===== src/rtl/dmem_arbiter.sv =====
// Shares the byte-lane data memory between the MEM stage and a debug port; load data returns 1 cycle after grant.
// Conflicts alternate via last_gnt; the loser is held off (cpu_stall high / dbg_gnt low) until it wins.
module dmem_arbiter #(
    parameter int WORD_ADDR_W = 8
) (
    input  logic                   CLK,
    input  logic                   rst,
    input  logic                   cpu_req,
    input  logic                   cpu_we,
    input  logic [1:0]             cpu_size,
    input  logic                   cpu_sext,
    input  logic [31:0]            cpu_addr,
    input  logic [31:0]            cpu_wdata,
    output logic                   cpu_stall,
    output logic                   cpu_rvalid,
    output logic [31:0]            cpu_rdata,
    output logic                   misalign_err,
    input  logic                   dbg_req,
    input  logic                   dbg_we,
    input  logic [WORD_ADDR_W-1:0] dbg_addr,
    input  logic [31:0]            dbg_wdata,
    output logic                   dbg_gnt,
    output logic                   dbg_rvalid,
    output logic [31:0]            dbg_rdata,
    output logic [WORD_ADDR_W-1:0] mem_addr,
    output logic [3:0]             mem_we,
    output logic [31:0]            mem_wdata,
    input  logic [31:0]            mem_rdata
);

    localparam logic GNT_CPU = 1'b0;
    localparam logic GNT_DBG = 1'b1;

    logic        last_gnt;
    logic        cpu_grant;
    logic        dbg_grant;
    logic        cpu_misalign;

    // Registered context of the load issued last cycle
    logic        ld_cpu;
    logic        ld_dbg;
    logic [1:0]  ld_off;
    logic [1:0]  ld_size;
    logic        ld_sext;

    logic [31:0] rd_shifted;
    logic [31:0] rd_ext;

    logic        unused_addr_bits;
    assign unused_addr_bits = ^cpu_addr[31:WORD_ADDR_W+2];

    always_comb begin
        case (cpu_size)
            2'b00:   cpu_misalign = 1'b0;
            2'b01:   cpu_misalign = cpu_addr[0];
            2'b10:   cpu_misalign = |cpu_addr[1:0];
            default: cpu_misalign = 1'b1;
        endcase
    end

    // Nothing is granted while reset is held
    always_comb begin
        cpu_grant = 1'b0;
        dbg_grant = 1'b0;
        if (!rst) begin
            if (cpu_req && (!dbg_req || last_gnt == GNT_DBG)) begin
                cpu_grant = 1'b1;
            end else if (dbg_req) begin
                dbg_grant = 1'b1;
            end
        end
    end

    assign cpu_stall = cpu_req & ~cpu_grant;
    assign dbg_gnt   = dbg_grant;

    always_comb begin
        mem_addr  = '0;
        mem_we    = 4'b0000;
        mem_wdata = '0;
        if (cpu_grant) begin
            mem_addr = cpu_addr[WORD_ADDR_W+1:2];
            case (cpu_size)
                2'b00:   mem_wdata = {4{cpu_wdata[7:0]}};
                2'b01:   mem_wdata = {2{cpu_wdata[15:0]}};
                default: mem_wdata = cpu_wdata;
            endcase
            if (cpu_we && !cpu_misalign) begin
                case (cpu_size)
                    2'b00:   mem_we = 4'b0001 << cpu_addr[1:0];
                    2'b01:   mem_we = cpu_addr[1] ? 4'b1100 : 4'b0011;
                    default: mem_we = 4'b1111;
                endcase
            end
        end else if (dbg_grant) begin
            mem_addr  = dbg_addr;
            mem_we    = dbg_we ? 4'b1111 : 4'b0000;
            mem_wdata = dbg_wdata;
        end
    end

    always_ff @(posedge CLK or posedge rst) begin
        if (rst) begin
            last_gnt     <= GNT_DBG;
            ld_cpu       <= 1'b0;
            ld_dbg       <= 1'b0;
            ld_off       <= 2'b00;
            ld_size      <= 2'b00;
            ld_sext      <= 1'b0;
            misalign_err <= 1'b0;
        end else begin
            if (cpu_grant) begin
                last_gnt <= GNT_CPU;
            end else if (dbg_grant) begin
                last_gnt <= GNT_DBG;
            end
            ld_cpu       <= cpu_grant & ~cpu_we & ~cpu_misalign;
            ld_dbg       <= dbg_grant & ~dbg_we;
            misalign_err <= cpu_grant & cpu_misalign;
            if (cpu_grant && !cpu_we) begin
                ld_off  <= cpu_addr[1:0];
                ld_size <= cpu_size;
                ld_sext <= cpu_sext;
            end
        end
    end

    // Align the returned word to the requested byte, then mask and extend
    always_comb begin
        rd_shifted = mem_rdata >> {ld_off, 3'b000};
        case (ld_size)
            2'b00:   rd_ext = {{24{ld_sext & rd_shifted[7]}}, rd_shifted[7:0]};
            2'b01:   rd_ext = {{16{ld_sext & rd_shifted[15]}}, rd_shifted[15:0]};
            default: rd_ext = rd_shifted;
        endcase
    end

    assign cpu_rvalid = ld_cpu;
    assign dbg_rvalid = ld_dbg;
    assign cpu_rdata  = ld_cpu ? rd_ext : 32'h0;
    assign dbg_rdata  = ld_dbg ? mem_rdata : 32'h0;

endmodule

===== config.mk =====
export PLATFORM = sky130hd
export DESIGN_NAME = dmem_arbiter
export DESIGN_NICKNAME = d
export VERILOG_FILES = /design/src/rtl/dmem_arbiter.sv
export SDC_FILE = /design/constraint.sdc
export NUM_CORES = 1
export LEC_CHECK = 0
export CORE_AREA = 2 2 101 103
export CTS_CLUSTER_DIAMETER = 50
export DETAILED_ROUTE_END_ITERATION = 10
export DIE_AREA = 0 0 103 105
export PLACE_DENSITY = 0.73
export SETUP_SLACK_MARGIN = 0.5
export SLEW_MARGIN = 20
export SYNTH_ARGS = -nofsm -noshare
export SYNTH_HDL_FRONTEND = slang
export SYNTH_SLANG_ARGS = --single-unit

===== constraint.sdc =====
create_clock -name CLK -period 1.7 [get_ports CLK]
set_input_delay 0.34 -clock CLK [delete_from_list [all_inputs] [get_ports CLK]]
set_output_delay 0.34 -clock CLK [all_outputs]
set_load 0.03 [all_outputs]

==> reports/qor.csv <==
metric,value,unit
Post-Syn Instances,316,
"antenna viol nets, final",0,
clock power share,6.8,%
Tcrit/Tclk final,127,%
1st-iter DRT viols,168,
Post-synth EDFFs,0,
placed insts,739,
"Top FF cell, synth",dfrtp_1,
CORE AREA,0.00964,mm^2
min-delay worst type,in -> async,
area occupied by registers,233,um^2
CTS hold repair buffers,0,
multi-input logic area,0.00288,mm^2
post-route cell area,0.00751,mm^2
Clock Pin Slew Worst Setup and Hold Paths,0.04,ns
first-pass GRT wire length,24700,um
Die ar.,0.0108,mm^2
Critical Setup Path Class,in -> out,
RSZ-0062 raised after global routing,true,
antenna cells,0,
Adder-Cell Fraction of Synth Area,0,%
die height,105,um
sequential share of the synthesized area,10.0,%
worst IR drop on VDD,0.000248,V
Vias/cell,5.28,
Syn Area/Cell,7.15,um^2
CTS Buffer Depth,2,
Nets,805,
Die Width,103,um
fin. max-slew vios,0,
switch share,43.2,%
Syn Nets,461,
Port Buf Inserts,235,
Yosys cell types,41,
final worst slack,-0.465,ns
Worst Setup End Kind,output port,
Pre-antenna DRT Iters,6,
GRT Resource Usage Total,29.7,%
Skew-Pair Late Insertion Delay,0.23,ns
Fin. Hold Viols,0,
Final HPWL DP,11100,um
status,"complete, but fails checks",
#FFs+latches synth,9,
fillers,556,
cell internal pwr,2010,uW
crit path max fanout,6,
largest net degree at the start of global routing,18,
WP data required,1.36,ns
"commonest non-fill, non-tap cells in the layout","128 x buf_6, 99 x clkdlybuf4s50_1, 69 x buf_4, 34 x and2_4, 33 x buf_12",
P per Cell Area,471,mW/mm^2
vias in the first global route,4520,
TritonCTS Buffers,3,
Synth Area in Compound Gates,30.0,%
minimum clock period,2.16,ns
Async SR Flop Fraction,100,%
xor/xnor share of the synthesized area,0.387,%
CTS root buffer,clkbuf_8,
CTS tree,done,
layout cell share with drive strength beyond 1,64.6,%
setup TNS,-27.35,ns
Setup Skew,0.00236,ns
static leakage,0.00334,uW
NetSw,1530,uW
final hold slack,0.414,ns
DRT Wirelength,17800,um
Post-Layout Cell Count,792,
grt ovf,0,
Avg WL per Cell,22.4,um
"commonest non-fill, non-tap cell in the layout",buf_6,
htree depth,1,
total of max-cap violations,0,
row count,36,
mux share of post-synthesis cell area,26.1,%
initial antenna violation count,0,
GPL Wtd Cong,0.945,
failing checks,setup timing,
# IOs,258,
Rel. slew slack,75.5,%
Comb power frac,84.2,%
CTS Sinks,9,
Post-Syn Area,0.00226,mm^2
Final setup viols,83,
Vias,4180,
area grow syn2layout,232,%
Area after DPL,0.00603,mm^2
largest family of logic cells by synthesized area,compound AO/OA/AOI/OAI gates,
crit start category,input pin,
f_max,462,MHz
Residual DRC,0,
WP data arrival,1.82,ns
Yosys warning total,0,
worst-margin pin slew,0.368,ns
simple-gate share of the synthesized area,26.2,%
initial core utilization,23.5,%
Reg power frac,9.0,%
[area by class of cell]
type                       count  area share [%]
clock buffer                   4           0.600
multi-input combinational    276            38.4
tap                          133            2.22
inverter                       2           0.150
sequential                     9            3.10
timing repair buffer         368            55.6
[synthesized netlist by cell type, drive strengths merged (2+ instances only)]
library cell | count | area share [%]
buf | 18 | 4.9
o211a | 7 | 3.1
nand2 | 46 | 7.7
and3 | 9 | 2.5
o31ai | 3 | 1.0
mux2 | 12 | 6.0
mux2i | 42 | 19
nor2 | 17 | 3.2
clkbuf | 12 | 2.0
a21oi | 19 | 4.2
inv | 2 | 0.33
o21ai | 51 | 13
and2 | 35 | 9.7
a22o | 16 | 6.2
nor2b | 2 | 0.55
dfrtp | 8 | 8.9
[power groups by stage]
stage          clock, uW  combinational [uW]  sequential, uW
2_1_floorplan          0                1300             299
3_3_place_gp           0                2230             323
3_5_place_dp           0                2260             325
4_1_cts              254                2680             315
5_1_grt              271                3090             324
6_report             241                2980             318
[metal layers]
layer / track usage, % / vias to the layer above / wire length (um)
li1: - / 1828 / -
met1: 27.4 / 1970 / 5320
met2: 56.7 / 298 / 9730
met3: 7.29 / 84 / 1590
met4: 17.5 / 0 / 1140
met5: 0 / - / 0
[kinds of logic (layout without fill, tap and decap cells)]
family	Yosys count	after routing
AO/OA/AOI/OAI	102	102
XOR/XNOR	1	1
flip-flops	9	9
buffers and inverters	32	374
multiplexers	55	55
AND/OR/NAND/NOR	117	118
[registers in the layout, indices dropped and copies added, names as in the netlist]
name and cells:
ld_size 2, ld_off 2, misalign_err 1, dbg_rvalid 1
last_gnt 1, ld_sext 1, cpu_rvalid 1
[what timing repair did]
action / CTS / global route
resized for setup: 219 / 38
gates cloned: 10 / 0
pin swaps: 23 / 18
setup buffers: 26 / 13
endpoints found under the setup margin: 122 / 120
[worst paths after layout]
path,start,endpoint,slack (ns),cells after the start
hold / removal,rst,ld_off[1],0.41,4
setup reg to reg,last_gnt,ld_size[0],-0.17,6
hold reg to reg,ld_sext,ld_sext,0.57,1
setup / recovery,mem_rdata[15],cpu_rdata[16],-0.46,9
min in group CLK,rst,last_gnt,0.53,4
max in group asynchronous,rst,last_gnt,1.07,4
[metrics by stage]
stage	utilization, %	power, uW	setup slack, ns
after floorplan	-	1600	-0.153
final	77.9	3540	-0.465
after global placement	62.6	2550	-0.551
after CTS	75.0	3250	-0.443
after global routing	77.9	3680	-0.576
after detailed placement	62.6	2580	-0.597
[worst max-delay path, stage by stage]
cell	delay (ns)
dlygate4sd2_1	0.28
buf_4	0.16
mux2i_4	0.20
mux2i_2	0.12
o211ai_4	0.23
buf_12	0.15
buf_12	0.12
o21ai_2	0.06
buf_6	0.15
Power figures use the tool's default switching activity.
